===== config.mk =====
export PLATFORM = sky130hd
export DESIGN_NAME = branch_resolve_unit
export DESIGN_NICKNAME = d
export VERILOG_FILES = /design/src/rtl/branch_resolve_unit.sv
export SDC_FILE = /design/constraint.sdc
export NUM_CORES = 1
export LEC_CHECK = 0
export CORE_MARGIN = 1
export CORE_UTILIZATION = 25
export DETAILED_ROUTE_END_ITERATION = 8
export DONT_BUFFER_PORTS = 1
export PLACE_DENSITY = 0.34
export SYNTH_ARGS = -nofsm -noshare
export SYNTH_HDL_FRONTEND = slang
export SYNTH_SLANG_ARGS = --single-unit

===== constraint.sdc =====
create_clock -name clk -period 2 [get_ports clk]
set_input_delay 0.2 -clock clk [delete_from_list [all_inputs] [get_ports clk]]
set_output_delay 0.2 -clock clk [all_outputs]
set_load 0.02 [all_outputs]

===== src/rtl/branch_resolve_unit.sv =====
// Execute-stage branch resolution: outcome, redirect/flush, flag consumption and statistics.
// Define BRU_PREDICT_EN to include the 2-bit saturating predictor table read by fetch.
module branch_resolve_unit #(
  parameter int unsigned FLAG_W    = 4,
  parameter int unsigned PC_W      = 16,
  parameter int unsigned BHT_DEPTH = 16,
  parameter int unsigned CNT_W     = 16,
  parameter int unsigned SEL_W     = 2
) (
  input  logic              clk,
  input  logic              rst_n,
  // Fetch-side lookup
  input  logic [PC_W-1:0]   fetch_pc,
  output logic              pred_taken,
  // Resolve stage
  input  logic [FLAG_W-1:0] flags,
  input  logic              br_valid,
  input  logic              br_uncond,
  input  logic [SEL_W-1:0]  br_sel,
  input  logic [PC_W-1:0]   br_pc,
  input  logic [PC_W-1:0]   br_target,
  input  logic              br_pred,
  input  logic              stall,
  // Resolution results
  output logic              jump_taken,
  output logic              redirect,
  output logic [PC_W-1:0]   redirect_pc,
  output logic              if_flush,
  output logic              id_flush,
  output logic [FLAG_W-1:0] flag_clr,
  // Statistics
  output logic [CNT_W-1:0]  br_cnt,
  output logic [CNT_W-1:0]  mispred_cnt
);

  localparam int unsigned IdxW = (BHT_DEPTH > 1) ? $clog2(BHT_DEPTH) : 1;

  logic            active;
  logic            flag_bit;
  logic            taken;
  logic            mispred;
  logic [PC_W-1:0] pc_inc;

  // ---------------------------------------------------------------------------
  // Outcome and redirect
  // ---------------------------------------------------------------------------
  assign active   = br_valid & ~stall;
  assign flag_bit = flags[br_sel];
  assign taken    = br_uncond | flag_bit;

  assign jump_taken = active & taken;
  assign mispred    = active & (taken != br_pred);

  assign redirect = mispred;
  assign if_flush = mispred;
  assign id_flush = mispred;

  // Fall-through wraps at the top of the PC space.
  assign pc_inc      = br_pc + PC_W'(1);
  assign redirect_pc = taken ? br_target : pc_inc;

  // Only a taken conditional branch consumes the flag it tested.
  always_comb begin
    flag_clr = '0;
    if (active && !br_uncond && taken) begin
      flag_clr[br_sel] = 1'b1;
    end
  end

  // ---------------------------------------------------------------------------
  // Saturating statistics
  // ---------------------------------------------------------------------------
  logic [CNT_W-1:0] br_cnt_q, br_cnt_d;
  logic [CNT_W-1:0] mispred_cnt_q, mispred_cnt_d;

  always_comb begin
    br_cnt_d      = br_cnt_q;
    mispred_cnt_d = mispred_cnt_q;
    if (active && (br_cnt_q != {CNT_W{1'b1}})) begin
      br_cnt_d = br_cnt_q + CNT_W'(1);
    end
    if (mispred && (mispred_cnt_q != {CNT_W{1'b1}})) begin
      mispred_cnt_d = mispred_cnt_q + CNT_W'(1);
    end
  end

  always_ff @(posedge clk or negedge rst_n) begin
    if (!rst_n) begin
      br_cnt_q      <= '0;
      mispred_cnt_q <= '0;
    end else begin
      br_cnt_q      <= br_cnt_d;
      mispred_cnt_q <= mispred_cnt_d;
    end
  end

  assign br_cnt      = br_cnt_q;
  assign mispred_cnt = mispred_cnt_q;

  // fetch_pc upper bits never index the table.
  logic unused_fetch_pc;
  assign unused_fetch_pc = ^fetch_pc;

  // ---------------------------------------------------------------------------
  // Branch history table
  // ---------------------------------------------------------------------------
`ifdef BRU_PREDICT_EN
  logic [1:0]      bht_q [BHT_DEPTH];
  logic [IdxW-1:0] upd_idx;
  logic [IdxW-1:0] fetch_idx;
  logic [1:0]      upd_old;
  logic [1:0]      upd_new;

  assign upd_idx   = br_pc[IdxW-1:0];
  assign fetch_idx = fetch_pc[IdxW-1:0];
  assign upd_old   = bht_q[upd_idx];

  always_comb begin
    upd_new = upd_old;
    if (taken) begin
      if (upd_old != 2'b11) begin
        upd_new = upd_old + 2'd1;
      end
    end else begin
      if (upd_old != 2'b00) begin
        upd_new = upd_old - 2'd1;
      end
    end
  end

  always_ff @(posedge clk or negedge rst_n) begin
    if (!rst_n) begin
      for (int i = 0; i < BHT_DEPTH; i++) begin
        bht_q[i] <= 2'b01;
      end
    end else if (active) begin
      bht_q[upd_idx] <= upd_new;
    end
  end

  // Reads the pre-update entry; a same-cycle update shows up next cycle.
  assign pred_taken = bht_q[fetch_idx][1];
`else
  // Static not-taken: fetch never predicts taken.
  assign pred_taken = 1'b0;
`endif

endmodule


Word level (Yosys, flattened, before mapping)
Cells that the tools add are included.
Storage, ports and cells
  register bits: 32
  output and inout port bits: 57
Operators by class
  $add $sub $neg: 3
  magnitude comparators: 2
  eq/ne operators: 3
  muxes and demuxes: 6
  bitwise logic cells: 5
  reductions and logical operators: 6
Operators by type and width (count)
  $add 16x1->16 const B: 3
  $ne 16x16->1 const B: 2
  $mux 16: 1
  $logic_and 1x1->1: 5
  $mux 4: 1
  $and 1x1->1: 3
  $lt 2x3->1 const B: 1
  $bmux 1 s2: 1
  $demux 1 s2: 1
  $ge 2x1->1 const B: 1
  $mux 1: 2
  $logic_not 1->1: 1
  $ne 1x1->1: 1
  $not 1->1: 1
  $or 1x1->1: 1

Depth between registers and ports, before layout
  depth after elaboration: 6
  gate-level depth with buffers: 7
  mapped depth without buffers: 6

Worst setup path before layout
OpenSTA, ideal clock, no wires.
  path type: reg2reg
  start: reg mispred_cnt_q[0] (netlist: mispred_cnt[0])
  end: reg mispred_cnt_q[1] (netlist: mispred_cnt[1])
  library setup time: 0.125 ns
  arrival time: 1.812 ns
  required time: 1.875 ns
  slack: 0.064 ns
  stages on the path, launching flop included: 7
  period minus slack after synthesis: 1.936 ns
  path through: dfrtp_1 -> ha_1 -> and3_1 -> and4_1 -> clkbuf_1 -> nor2_1 -> mux2_2
Between the ends
  cells in the longest elaborated chain, start to end: 2
  elaborated cells on any way between the ends: 3
  classes of those cells: 1 x add/sub; 1 x eq/ne; 1 x reduce/logical
Ends and longest elaborated chain
  start, declared: line 74  | logic [CNT_W-1:0] mispred_cnt_q, mispred_cnt_d;
  start signal, assigned: line 93  | mispred_cnt_q <= mispred_cnt_d;
  branches (longest 2 deep; another with $add 16x1->16)
Parallel ways; which one is timed is not known.
A chain may end at the register's enable or synchronous reset.

Final worst setup path
  start: reg mispred_cnt_q[0] (netlist: mispred_cnt[0])
  end: reg mispred_cnt_q[10] (netlist: mispred_cnt[10])
The elaborated chain is that of the path after synthesis.

==> impl_metrics.env <==
export IMPL_clk_pin_slew_worst_paths_ns=0.07
export IMPL_die_area_um2=8720
export IMPL_initial_core_util_pct=26.5
export IMPL_syn_inst=232
export IMPL_comb_power_share_pct=36.2
export IMPL_ioPinCount=117
export IMPL_grt_pass1_vias=1738
export IMPL_min_period_ns=1.81
export IMPL_numCtsBuffers=5
export IMPL_crit_required_ns=2.17
export IMPL_async_flop_share_pct=100
export IMPL_layout_commonest_cell="buf_4"
export IMPL_tns_ns=0
export IMPL_cp_end_kind="flip-flop"
export IMPL_synth_cell_types=34
export IMPL_worstSetupPathType="reg2reg"
export IMPL_skew_ns=0.00835
export IMPL_finalHoldViolCount=0
export IMPL_timing_fmax_mhz=554
export IMPL_finalCritPeriodShare_pct=90.3
export IMPL_syn_to_final_growth_pct=27.3
export IMPL_grt_ovfl_total=0
export IMPL_rsz0062_at_grt="false"
export IMPL_netSwitchingFraction_pct=36.0
export IMPL_antenna_cells=0
export IMPL_synth_edf_count=0
export IMPL_antenna_found_initial=0
export IMPL_p_total_mw=2.10
export IMPL_wire_per_inst_um=14.2
export IMPL_cts_buffer_depth=2
export IMPL_p_int_mw=1.35
export IMPL_yosysWarnings=0
export IMPL_seqPwrFrac_pct=38.5
export IMPL_syn_nets=295
export IMPL_start_kind="flip-flop"
export IMPL_utilization_pct=33.7
export IMPL_pwr_share_clk_pct=25.2
export IMPL_cts_max_level=2
export IMPL_drc=0
export IMPL_wl_mm=5.44
export IMPL_startpoint="mispred_cnt[0]"
export IMPL_postCtsSetupRepairBufs=0
export IMPL_power_density_nw_per_um2=792
export IMPL_layout_drive_gt1_share_pct=22.3
export IMPL_p_sw_uw=757
export IMPL_dpl_hpwl_mm=4.22
export IMPL_worstSkewPairLatency_ns=0.28
export IMPL_synth_seq_cells=32
export IMPL_ys_flop_type="dfrtp_1"
export IMPL_maxSlewViolCount=0
export IMPL_status="completed"
export IMPL_drtAntennaViolNets=0
export IMPL_ys_seq_area_share_pct=38.4
export IMPL_num_vias=1812
export IMPL_grt_usage_pct=12.8
export IMPL_mostFrequentLayoutCells="48 x buf_4, 33 x nand2_1, 32 x dfrtp_1"
export IMPL_fill_cells=847
export IMPL_routabilityCongestion=0.711
export IMPL_whs_ns=0.363
export IMPL_die_y_um=93.4
export IMPL_syn_area_um2=2090
export IMPL_chipWidth_um=93.4
export IMPL_drt_iter0_markers=28
export IMPL_ir_drop_mv=0.461
export IMPL_setup_viol_count_final=0
export IMPL_syn_area_per_cell_um2=9.00
export IMPL_reg2reg_slack_ns=0.19
export IMPL_crit_arrival_ns=1.98
export IMPL_cts_sinks=32
export IMPL_cts_root_buf="clkbuf_8"
export IMPL_core_um2=7890
export IMPL_dpl_cell_count=374
export IMPL_cp_max_fo=11
export IMPL_power_leakage_nw=1.19
export IMPL_drt_pass1_iterations=4
export IMPL_reg2reg_from="mispred_cnt[0]"
export IMPL_vias_per_cell=4.72
export IMPL_grt_max_degree=33
export IMPL_hold_path_class="in2async"
export IMPL_nets=344
export IMPL_layout_cells_non_filler=384
export IMPL_cts_tree="built"
export IMPL_io_buffers=0
export IMPL_cap_viol_max_count=0
export IMPL_grt_pass1_wl_mm=8.73
export IMPL_num_rows=32
==> power groups by stage <==
| stage | combinational, mW | clock, mW | sequential, mW |
|---|---|---|---|
| after floorplan | 0.285 | 0 | 1.01 |
| after global placement | 0.760 | 0 | 0.825 |
| after detailed placement | 0.757 | 0 | 0.821 |
| after CTS | 0.777 | 0.564 | 0.812 |
| after global routing | 0.844 | 0.587 | 0.825 |
| final | 0.763 | 0.531 | 0.811 |
==> synth_stat cells, types with 3 or more instances <==
cell type | number | share of area (%)
xor2_1 | 20 | 8.4
nor2b_1 | 3 | 0.90
and4_1 | 11 | 4.6
ha_1 | 3 | 1.8
xnor2_1 | 20 | 8.4
a21oi_1 | 5 | 1.2
nand2_1 | 33 | 5.9
nand4_1 | 11 | 3.3
nor2_1 | 15 | 2.7
nor3_1 | 5 | 1.2
clkbuf_1 | 5 | 0.90
o21ai_0 | 14 | 3.4
nand3_1 | 12 | 2.9
and2_1 | 3 | 0.90
buf_4 | 3 | 1.1
nor4_1 | 8 | 2.4
dfrtp_1 | 32 | 38
and3_1 | 7 | 2.1
mux2_2 | 4 | 2.2
==> flip-flops by register name, indices dropped and copies added (netlist names) <==
signal	cells
br_cnt	16
mispred_cnt	16
==> critical path, cell delays in order (launching register included) <==
cell	delay, ns
dfrtp_1	0.35
ha_1	0.16
and3_1	0.23
and4_1	0.48
nor2_1	0.14
and3_1	0.21
xor2_1	0.13
==> worst paths after layout <==
check,endpoint,depth (start not counted)
max,mispred_cnt[10],6
min,mispred_cnt[13],2
max reg2reg,mispred_cnt[10],6
min reg2reg,mispred_cnt[13],2
max in group asynchronous,br_cnt[3],2
min in group clk,br_cnt[0],3
==> cell families after synthesis <==
group	synth area share (%)
and+or+nand+nor	29.4
xor gates and xnor gates	16.8
DFF	38.4
AOI/OAI and AO/OA	7.37
buffers and inverters	2.34
muxes	3.72
adders and majority gates	1.80
other	0.180
==> layer usage <==
metal / vias to the layer above / part of all wire [%] / track usage (%)
met1: 812 / 42 / 15.8
met5: - / 0 / 0
li1: 925 / - / -
met2: 71 / 47 / 21.4
met3: 4 / 9.2 / 4.07
met4: 0 / 0.85 / 3.46
==> what timing repair did <==
action                                 in CTS  in global routing
hold buffers                                2                  0
endpoints found under the hold margin      32                  0
gates resized for setup                     0                  0
==> final cells by class <==
cell class / instances / area [um2] / area share, %
clock buffer: 7 / 86.3 / 3.25
clock inverter: 1 / 7.51 / 0.282
inverter: 2 / 7.51 / 0.282
multi-input combinational: 190 / 1240 / 46.6
sequential: 32 / 801 / 30.1
tap: 102 / 128 / 4.80
timing repair buffer: 50 / 390 / 14.7
==> stage by stage <==
stage	cell area [um2]	worst slack, ns
after CTS	2660	0.156
after floorplan	2090	0.0636
final	2660	0.194
after detailed placement	2530	0.152
after global placement	2530	0.151
after global routing	2660	0.00294
Note: power is estimated with default switching activity, not from simulation.
